===== src/rtl/i2s_tx.sv =====
// rtl/i2s_tx.sv - 16-bit stereo I2S transmitter with a single-entry sample holding register
// Optional: define I2S_TX_UNDERRUN_CNT_EN to add the saturating underrun_cnt output.

module i2s_tx (
    input  logic        master_clk,
    input  logic        rst,
    input  logic        sample_clk_en,
    input  logic        bit_clk_en,
    input  logic [15:0] left_in,
    input  logic [15:0] right_in,
    input  logic        in_valid,
    output logic        in_ready,
    output logic        bclk,
    output logic        lrclk,
    output logic        sdata,
`ifdef I2S_TX_UNDERRUN_CNT_EN
    output logic [15:0] underrun_cnt,
`endif
    output logic        underrun
);

    typedef enum logic {
        ST_SYNC = 1'b0,
        ST_RUN  = 1'b1
    } state_t;

    state_t      state;
    state_t      state_nxt;

    logic [4:0]  slot;
    logic [4:0]  slot_nxt;
    logic [4:0]  bit_idx;
    logic [2:0]  bclk_cnt;
    logic        bclk_armed;

    logic [31:0] hold_word;
    logic        hold_full;
    logic [31:0] shift_reg;
    logic        ready_en;

    logic        frame_strobe;
    logic        slot_strobe;
    logic        load;
    logic        accept;

    // A frame boundary only counts when the frame strobe lands on a bit strobe.
    assign frame_strobe = sample_clk_en && bit_clk_en;
    assign slot_strobe  = (state == ST_RUN) && bit_clk_en;
    assign load         = (state == ST_RUN) && frame_strobe;

    // Any aligned frame strobe (expected or not) restarts the frame at slot 0.
    assign slot_nxt = frame_strobe ? 5'd0 : slot + 5'd1;

    // Slot n carries word bit (32-n); slot 0 wraps to bit 0 of the word being retired.
    assign bit_idx = 5'd0 - slot_nxt;

    // The load cycle never accepts, so a sample offered then waits for the next frame.
    assign in_ready = ready_en && !hold_full && !load;
    assign accept   = in_valid && in_ready;

    // State register.
    always_ff @(posedge master_clk or negedge rst) begin
        if (!rst) begin
            state <= ST_SYNC;
        end else begin
            state <= state_nxt;
        end
    end

    // Next state: wait in SYNC for the first aligned frame strobe, then run forever.
    always_comb begin
        state_nxt = state;
        case (state)
            ST_SYNC: if (frame_strobe) state_nxt = ST_RUN;
            ST_RUN:  state_nxt = ST_RUN;
            default: state_nxt = ST_SYNC;
        endcase
    end

    // Slot counter and serial outputs; bclk falls with each new slot and rises 8 cycles later.
    always_ff @(posedge master_clk or negedge rst) begin
        if (!rst) begin
            slot       <= 5'd0;
            bclk       <= 1'b0;
            lrclk      <= 1'b0;
            sdata      <= 1'b0;
            bclk_cnt   <= 3'd0;
            bclk_armed <= 1'b0;
        end else if (slot_strobe) begin
            slot       <= slot_nxt;
            bclk       <= 1'b0;
            bclk_cnt   <= 3'd0;
            bclk_armed <= 1'b1;
            lrclk      <= slot_nxt[4];
            sdata      <= shift_reg[bit_idx];
        end else if (bclk_armed && !bclk) begin
            if (bclk_cnt == 3'd7) begin
                bclk <= 1'b1;
            end else begin
                bclk_cnt <= bclk_cnt + 3'd1;
            end
        end
    end

    // Holding register fill and hand-off to the shift register at each frame start.
    always_ff @(posedge master_clk or negedge rst) begin
        if (!rst) begin
            hold_word <= 32'd0;
            hold_full <= 1'b0;
            shift_reg <= 32'd0;
        end else if (load) begin
            shift_reg <= hold_full ? hold_word : 32'd0;
            hold_full <= 1'b0;
        end else if (accept) begin
            hold_word <= {left_in, right_in};
            hold_full <= 1'b1;
        end
    end

    // Underrun pulse when a frame starts with nothing held.
    always_ff @(posedge master_clk or negedge rst) begin
        if (!rst) begin
            underrun <= 1'b0;
        end else begin
            underrun <= load && !hold_full;
        end
    end

    // Keeps in_ready low during reset and lets it rise on the first cycle afterwards.
    always_ff @(posedge master_clk or negedge rst) begin
        if (!rst) begin
            ready_en <= 1'b0;
        end else begin
            ready_en <= 1'b1;
        end
    end

`ifdef I2S_TX_UNDERRUN_CNT_EN
    // Saturating count of underrun pulses.
    always_ff @(posedge master_clk or negedge rst) begin
        if (!rst) begin
            underrun_cnt <= 16'd0;
        end else if (underrun && (underrun_cnt != 16'hFFFF)) begin
            underrun_cnt <= underrun_cnt + 16'd1;
        end
    end
`else
`endif

endmodule


===== config.mk =====
export PLATFORM = sky130hd
export DESIGN_NAME = i2s_tx
export DESIGN_NICKNAME = d
export VERILOG_FILES = /design/src/rtl/i2s_tx.sv
export SDC_FILE = /design/constraint.sdc
export NUM_CORES = 1
export LEC_CHECK = 0
export CAP_MARGIN = 20
export CORE_UTILIZATION = 52
export CTS_BUF_LIST = sky130_fd_sc_hd__clkbuf_2
export DETAILED_ROUTE_END_ITERATION = 12
export GPL_TIMING_DRIVEN = 0
export PLACE_DENSITY = 0.86
export SYNTH_ARGS = -nofsm -noshare
export SYNTH_HDL_FRONTEND = slang
export SYNTH_SLANG_ARGS = --single-unit

===== constraint.sdc =====
create_clock -name master_clk -period 2.7 [get_ports master_clk]
set_input_delay 0.405 -clock master_clk [delete_from_list [all_inputs] [get_ports master_clk]]
set_output_delay 0.405 -clock master_clk [all_outputs]
set_load 0.03 [all_outputs]

=== Yosys cells after proc, flatten, opt, wreduce, memory -nomap -nowiden ===
Index checks and enable logic that the tools add are counted.

* Flip-flop bits (word level): 80
* Output and inout bits: 5

* Add/subtract/negate cells: 3
* $lt $le $gt $ge: 1
* Equal/unequal tests: 2
* Multiplexer cells: 14
* Bitwise gates (word level): 2
* Reduce and logical (&&, ||, !) cells: 17

{| class="wikitable"
|+ Operators by type and width
! kind !! count
|-
| $mux W32 || 1
|-
| $mux W3 || 3
|-
| $logic_and A1 B1 Y1 || 8
|-
| $mux W1 || 7
|-
| $lt A5 B6 Y1 const B || 1
|-
| $reduce_and A2 Y1 || 3
|-
| $reduce_bool A2 Y1 || 3
|-
| $add A5 B1 Y5 const B || 1
|-
| $bmux W1 S5 || 1
|-
| $mux W5 || 1
|-
| $sub A1 B5 Y5 const A || 1
|-
| $add A3 B1 Y3 const B || 1
|-
| $eq A3 B3 Y1 const B || 1
|-
| $logic_not A1 Y1 || 3
|-
| $ne A2 B2 Y1 const B || 1
|-
| $not A1 Y1 || 2
|-
| $pmux W1 S2 || 1
|}

=== Depth between registers and ports, before layout ===
Gate-level depths: netlist (run 1).

* Depth in word-level cells: 7
* Depth in mapped cells: 9
* Mapped depth without buffers: 9

=== Least setup slack after synthesis (run 1) ===
Ideal clock, no wire load.

* Kind: input-to-reg
* From: input sample_clk_en
* To: register sdata
* Setup time: 120 ps
* Arrival time: 2860 ps
* Required time: 2580 ps
* Path slack: -280 ps
* Cell stages on the path: 8
* Path buffers: 1
* Cell sequence: a21oi_1 -> inv_1 -> ha_1 -> clkbuf_1 -> mux4_2 -> mux2_4 -> a2bb2oi_2 -> a41o_1

* Cells in the longest elaborated chain, start to end: 5

{| class="wikitable"
|+ Ends and longest elaborated chain
! item !! RTL line !! RTL
|-
| from (decl) || 7 || <nowiki>input logic sample_clk_en,</nowiki>
|-
| $logic_and A1 B1 Y1 || 47 || <nowiki>assign frame_strobe = sample_clk_en && bit_clk_en;</nowiki>
|-
| $mux W5 || 52 || <nowiki>assign slot_nxt = frame_strobe ? 5'd0 : slot + 5'd1;</nowiki>
|-
| $sub A1 B5 Y5 || 55 || <nowiki>assign bit_idx = 5'd0 - slot_nxt;</nowiki>
|-
| $bmux W1 S5 || 95 || <nowiki>sdata <= shift_reg[bit_idx];</nowiki>
|-
| $mux W1 (not written as such) || 95 ||
|-
| to (signal assigned) || 95 ||
|-
| to (decl) || 15 || <nowiki>output logic sdata,</nowiki>
|}

Every way passes these cells. The select of a mux whose other input is x is not followed.
A chain may end at the register's enable or synchronous reset.

=== Worst setup path after layout (run 1) ===
* From: register slot[0]
* To: register sdata

* Cells in the longest elaborated chain, start to end: 5

{| class="wikitable"
|+ Ends and longest elaborated chain
! item !! RTL line !! RTL
|-
| from (decl) || 30 || <nowiki>logic [4:0] slot;</nowiki>
|-
| from (signal assigned) || 90 || <nowiki>slot <= slot_nxt;</nowiki>
|-
| $add A5 B1 Y5 || 52 ||
|-
| $mux W5 || 52 ||
|-
| $sub A1 B5 Y5 || 55 ||
|-
| $bmux W1 S5 || 95 ||
|-
| $mux W1 (not written as such) || 95 ||
|}

Every way passes these cells. The select of a mux whose other input is x is not followed.

==> results.md, run 1 <==
- Vias in the first global route: 2474
- Placed wire-length estimate: 4520 um
- Via/cell ratio: approximately 5.4
- Worst R2R End: sdata$_DFFE_PN0P_
- Net Count, Synth: 345
- Post-Syn Area per Cell: 11.4 um2
- Clock power share: 0.234
- Min Tclk post-route: 2.60 ns
- Pwr Density: 821 nW/um2
- Delay-heaviest family, CP: multiplexers
- DR top layer: met4
- Worst min path class: primary input to async pin
- Die Footprint: approximately 7000 um2
- Starting DRT DRC Count: 145
- H-tree Lvls: 3
- TritonCTS clock tree: built
- FMAX: 384 MHz
- Pwr Total: 3.45 mW
- PortBufs: 41
- R2R setup slack: around 0.1 ns
- Worst-Margin Slew: 0.556 ns
- Hold_ws: about 0.28 ns
- Vias: about 2.4k
- Yosys Warn Count: 0
- TritonRoute pass-1 iters: 4
- GPL Wtd Cong: roughly 0.8
- Die Span Y: 83.6 um
- Max-cap violations: 0
- Cells after DPL: 423
- Setup CP Type: flip-flop to flip-flop
- VDD IR max: 0.406 mV
- Area growth from synthesis to layout: 21.3%
- Leak: 1.86 nW
- P_int: 2.41 mW
- Final setup viols: 0
- Flop pwr share: 0.480
- RSZ-0062 raised after global routing: no
- Cell Count, Final, Fillers Out: 443
- CP Cell Sequence: ha_1 > nand2_1 > ha_1 > buf_4 > mux4_2 > mux2_4 > a2bb2oi_2 > a41o_1
- Overall die width: 83.6 um
- # rows: 29
- Core ar.: ~6400 um2
- Initial Util: 0.542
- Final Max Slew Viols: 0
- Number of nets in the layout: 402
- Placed inst area: between 3000 and 4000 um2
- Clk pin slew, worst setup/hold paths: 0.20 ns
- Final instance area: 4200 um2
- I/O pin count: 42
- Final period util: 0.964
- Num CTS Buffers: 9
- Critical Path AT: slightly above 3 ns
- Initial antenna violation count: 0
- Crit path capture type: flip-flop
- Mapped cell area: 3460 um2
- Ant. Diodes: 0
- CP startpoint kind: flip-flop
- Clock Latency Late Sink: roughly 0.52 ns
- Switching portion of total power: 0.301
- Status: complete, no violations
- Total track usage: 0.204
- FILL cells: 503
- GRT overflow: 0
- Top cell type's share of synthesized area: 0.572
- Synth area leader: dfrtp_1
- Crit path max-delay cell type: mux4_2
- Wirelength per Cell: about 14 um
- P_sw: between 1 and 1.5 mW
- Share of cells above drive strength 1: 0.199
- Sequential element share of the synthesized area: 0.572
- DR DRC count: 0
- CP required: 3.13 ns
- Worst-path maximum fanout: 8
- Detail Route Antenna Nets: 0
- Max transition margin: 0.628
- Top post-synthesis cells by area: dfrtp_1 57%, mux2_2 10%, nand2_1 8.6%
- Final setup TNS: 0 ns
- Largest stage delay on the critical path: between 0.5 and 0.6 ns
- Worst Reg2Reg Path Length in Cells: 8
- First-pass GRT wire length: 11200 um
- Most used cell, CP: ha_1
- Routed wire length: 6410 um
- Root Buffer: clkbuf_2
- Clock tree sinks: 79
- Distinct cells, synth: 31
- Max Buffers Root-to-Sink: 2
- Syn Inst Count: around 300
- Met3 wire len: 170 um
- Endpoints failing hold: 0
- RR Startpoint: slot[0]$_DFFE_PN0P_
- Synthesized flop and latch total: 79
- Worst Skew: 0.0223 ns
- Largest net degree at the start of global routing: 61
- WP buf/inv: 1
- Combinational share of power: 0.287
- Met1 WL: slightly below 3000 um
- Metal2 WL: ~3200 um
## worst max path at each step
stage	to	depth (start not counted)	slack [ns]	start
detailed placement	sdata$_DFFE_PN0P_	9	-0.81	bit_clk_en
global placement	hold_word[12]$_DFFE_PN0P_	1	-1.42	rst
CTS	sdata$_DFFE_PN0P_	8	0.02	slot[0]$_DFFE_PN0P_
global route	sdata$_DFFE_PN0P_	8	0.004	slot[0]$_DFFE_PN0P_
floorplan	sdata$_DFFE_PN0P_	8	0.13	slot[0]$_DFFE_PN0P_
finish	sdata$_DFFE_PN0P_	8	0.1	slot[0]$_DFFE_PN0P_
## power groups by stage
stage | sequential (mW) | clock (mW) | combinational [mW]
after global placement | 1.66 | 0 | 0.923
final | 1.65 | 0.806 | 0.988
after global routing | 1.68 | 0.870 | 1.11
after CTS | 1.65 | 0.820 | 0.987
after floorplan | 1.64 | 0 | 0.717
after detailed placement | 1.68 | 0 | 0.974
## through the flow
step	util	worst slack, ns
global route	0.657	0.00351
detailed placement	0.626	-0.807
finish	0.657	0.0985
global placement	0.622	-1.42
floorplan	-	0.128
CTS	0.655	0.0223
## Yosys cell counts
cell and n:
dfrtp_1 79, xor2_1 2, a41o_1 1, nor2b_1 1, o211ai_1 1, inv_1 2
conb_1 1, mux4_2 8, clkbuf_1 12, buf_2 4, and3b_1 1, nor3_1 1
nor4_2 1, xnor2_1 4, mux2_2 32, nor3b_2 1, a2bb2oi_2 1, nand2b_1 3
and3_4 1, mux2i_1 4, nand3_1 3, and2_1 3, nand2_1 79, mux2_4 1
a21oi_1 5, nor4_1 1, o21ai_0 40, ha_1 4, nor2_1 6, nor3b_1 1
o21bai_1 1
## cell usage in the layout, fill, tap and decap left out, types with 2 or more instances in the layout
cell type	netlist	final
mux2_2	32	32
ha_1	4	4
clkbuf_1	12	11
buf_2	4	4
o21ai_0	40	40
buf_4	0	5
a21oi_1	5	4
clkinv_2	0	2
mux4_2	8	8
nand2_1	79	79
inv_1	2	2
xnor2_1	4	4
clkdlybuf4s50_1	0	39
dfrtp_1	79	78
xor2_1	2	2
nand2b_1	3	3
nor2_1	6	6
bufinv_16	0	3
nand3_1	3	3
clkbuf_2	0	10
and2_1	3	3
mux2i_1	4	4
## cells by family after synthesis
kind of cell             count (synthesis)  synth area share
AND/OR/NAND/NOR                        102             0.128
flip-flops                              79             0.572
AO/OA/AOI/OAI                           49            0.0767
multiplexers                            45             0.172
buffers and inverters                   18            0.0210
XOR/XNOR                                 6            0.0152
adder cells (fa/ha/maj)                  4            0.0145
other                                    1           0.00108
## final cells by class
type,count,area (um2),area share
inverters,2,7.51,0.00179
clock buffers,10,50.0,0.0119
repair buffers,46,467,0.111
well taps,77,96.3,0.0230
plain buffers,16,68.8,0.0164
clock inverters,6,109,0.0259
multi-input cells,207,1420,0.338
flip-flops and latches,79,1980,0.471
## what timing repair did
item / in CTS / in global routing
resized for setup: 4 / 1
hold buffers: 1 / 0
gates cloned: 0 / 0
endpoints found under the hold margin: 19 / 0
setup endpoints to repair: 2 / 1
buffers inserted: 1 / 2
## metal layers
layer,track usage,up-vias
met2,0.342,39
met3,0.0396,5
met4,0.0647,0
li1,-,1154
met5,0,-
met1,0.269,1210
Note: power is estimated with default switching activity, not from simulation.
==> inputs of run 2 (changes only) <==
CORE_UTILIZATION = 55   (was 52)
PLACE_DENSITY = 0.87   (was 0.86)
clock period = 2.4 ns   (was 2.7 ns; I/O delays follow)
==> run 2 against run 1 <==
Via count is 1.6% higher. Setup slack got worse by 0.079 ns. Total power is 11% higher. Critical path depth decreased by 1. Clock-buffer cell count decreased by 1. Die area shrank 5.3%. Non-clock buffer count up 1. Sequential power increased by 13%. Worst hold slack worse by 0.11 ns. Critical endpoint unchanged. Largest cell class unchanged. Highest routed layer unchanged.
==> results.md, run 2 (synthesis gave the netlist of run 1 again) <==
- Detail Route Antenna Nets: 0 (unchanged)
- Leak: 1.85 nW (-0.57%)
- Max-cap violations: 0 (unchanged)
- Final setup TNS: 0 ns (unchanged)
- GRT overflow: 0 (unchanged)
- PortBufs: 41 (unchanged)
- Endpoints failing hold: 0 (unchanged)
- Final setup viols: 0 (unchanged)
- # rows: 28 (-3.4%)
- Largest stage delay on the critical path: 0.52 ns (about the same)
- Share of cells above drive strength 1: 0.211 (+0.0115)
- Initial Util: 0.577 (+0.0357)
- Most common cell after layout, fill and taps aside: dfrtp_1
- Wirelength per Cell: 15.3 um (+5.6%)
- Clk pin slew, worst setup/hold paths: 0.19 ns (about the same)
- Clock tree sinks: 79 (unchanged)
- CP required: 2.81 ns (-0.32 ns)
- Number of nets in the layout: 403 (+0.25%)
- I/O pin count: 42 (unchanged)
- CP Cell Sequence: ha_4 > nand2_4 > ha_4 > mux4_2 > mux2_4 > a2bb2oi_2 > a41o_1
- Min Tclk post-route: 2.38 ns (-0.221 ns)
- CP startpoint kind: flip-flop
- DR DRC count: 0 (unchanged)
- TritonCTS clock tree: built
- Pwr Density: 907 nW/um2 (+10%)
- Via/cell ratio: 5.56 (+2.3%)
- GPL Wtd Cong: 0.759 (-5.1%)
- Clock Latency Late Sink: 0.52 ns (about the same)
- Ant. Diodes: 0 (unchanged)
- Worst min path class: primary input to async pin
- Final Max Slew Viols: 0 (unchanged)
- R2R setup slack: 0.02 ns (-0.08 ns)
- Vias in the first global route: 2564 (+3.6%)
- Initial antenna violation count: 0 (unchanged)
- Starting DRT DRC Count: 197 (+36%)
- Crit path max-delay cell type: mux4_2
- Final period util: 0.992 (+0.0284)
- Vias: 2446 (+1.6%)
- Setup CP Type: flip-flop to flip-flop
- Largest net degree at the start of global routing: 75 (+23%)
- Total track usage: 0.236 (+0.0328)
- Worst-path maximum fanout: 8 (unchanged)
- Overall die width: 81.3 um (-2.7%)
- Pre-CTS setup slack: -0.691 ns (+0.116 ns)
- Worst-Margin Slew: 0.534 ns (-0.0223 ns)
- Worst Reg2Reg Path Length in Cells: 7 (-1)
- Status: complete, no violations
- FILL cells: 428 (-15%)
- Area growth from synthesis to layout: 21.9%
- Commonest non-fill, non-tap cells in the layout: 78 x dfrtp_1, 76 x nand2_1, 40 x o21ai_0, 38 x clkdlybuf4s50_1, 32 x mux2_2
- CP Launch Point: slot[0]$_DFFE_PN0P_
- Core ar.: 5990 um2 (-6.2%)
- Num CTS Buffers: 9 (unchanged)
- H-tree Lvls: 3 (unchanged)
- Final setup margin: 0.0195 ns (-0.0790 ns)
- Max Buffers Root-to-Sink: 2 (unchanged)
- Max transition margin: 0.643 (+0.0149)
- RSZ-0062 raised after global routing: yes
- TritonRoute pass-1 iters: 4 (unchanged)
- Worst Skew: 0.0219 ns (-0.000418 ns)
- Setup crit end: sdata$_DFFE_PN0P_
- Routed wire length: 6720 um (+4.9%)
- FMAX: 420 MHz (+9.3%)
- Crit path capture type: flip-flop
- Placed wire-length estimate: 4600 um (+1.8%)
- RR Startpoint: slot[0]$_DFFE_PN0P_
- Worst R2R End: sdata$_DFFE_PN0P_
- Die Footprint: 6610 um2 (-5.3%)
- Most used cell, CP: ha_4
- Critical Path AT: 2.79 ns (-0.24 ns)
- Root Buffer: clkbuf_2
- VDD IR max: 0.564 mV (+39%)
- Die Span Y: 81.3 um (-2.7%)
- First-pass GRT wire length: 11400 um (+2.0%)
==> run 2: final cells by class <==
type	instances	area [um2]	share of cell area
Buffer	15	61.3	0.0145
Clock buffer	9	45.0	0.0107
Clock inverter	5	75.1	0.0178
Inverter	2	7.51	0.00178
Multi-Input combinational cell	207	1460	0.347
Sequential cell	79	1980	0.469
Tap cell	75	93.8	0.0223
Timing Repair Buffer	48	489	0.116
==> run 2: per-layer routing <==
metal / GRT usage / up-vias / wire (um)
met5: 0 / - / 0
met4: 0.125 / 0 / 157
met2: 0.402 / 59 / 3540
met3: 0.0438 / 18 / 226
met1: 0.284 / 1219 / 2800
li1: - / 1150 / -
==> run 2: through the flow <==
stage          hold WS, ns  instances  power, mW   util  cell area [um2]
5_1_grt              0.160        440       4.05  0.703             4210
3_5_place_dp         0.186        421       3.00  0.669             4010
4_1_cts              0.146        441       3.86  0.706             4230
6_report             0.169        440       3.82  0.703             4210
2_1_floorplan       0.0644        304       2.67      -             3480
3_3_place_gp         0.456        420       2.93  0.665             3980
==> run 2: how the worst min path moves through the flow <==
stage                                   from                  endpoint  slack, ns  cells after the start
floorplan                                rst          bclk$_DFFE_PN0P_       0.06                      0
global placement    shift_reg[2]$_DFFE_PN0N_  shift_reg[2]$_DFFE_PN0N_       0.46                      2
detailed placement                       rst          bclk$_DFFE_PN0P_       0.19                      1
CTS                                      rst          bclk$_DFFE_PN0P_       0.15                      2
global route                             rst          bclk$_DFFE_PN0P_       0.16                      2
finish                                   rst       slot[2]$_DFFE_PN0P_       0.17                      2
==> run 2: power breakdown <==
part,total [mW],internal (mW),switching (mW)
Combinational,1.22,0.663,0.553
Clock,0.748,0.327,0.421
Sequential,1.86,1.67,0.190
Total,3.82,2.66,1.16
==> run 2: repair_timing <==
item,CTS,global route
resized for setup,12,4
hold endpoints to repair,79,0
buffers inserted,5,0
hold buffers,1,0
pin swaps,2,1
setup endpoints to repair,2,2
==> run 2: worst max-delay path, delay by kind of cell, from the launching register on <==
kind	cells	cell delay, ns
AOI/OAI and AO/OA	2	0.30
adders and majority gates	2	0.65
DFF	1	0.47
muxes	2	0.80
and+or+nand+nor	1	0.05
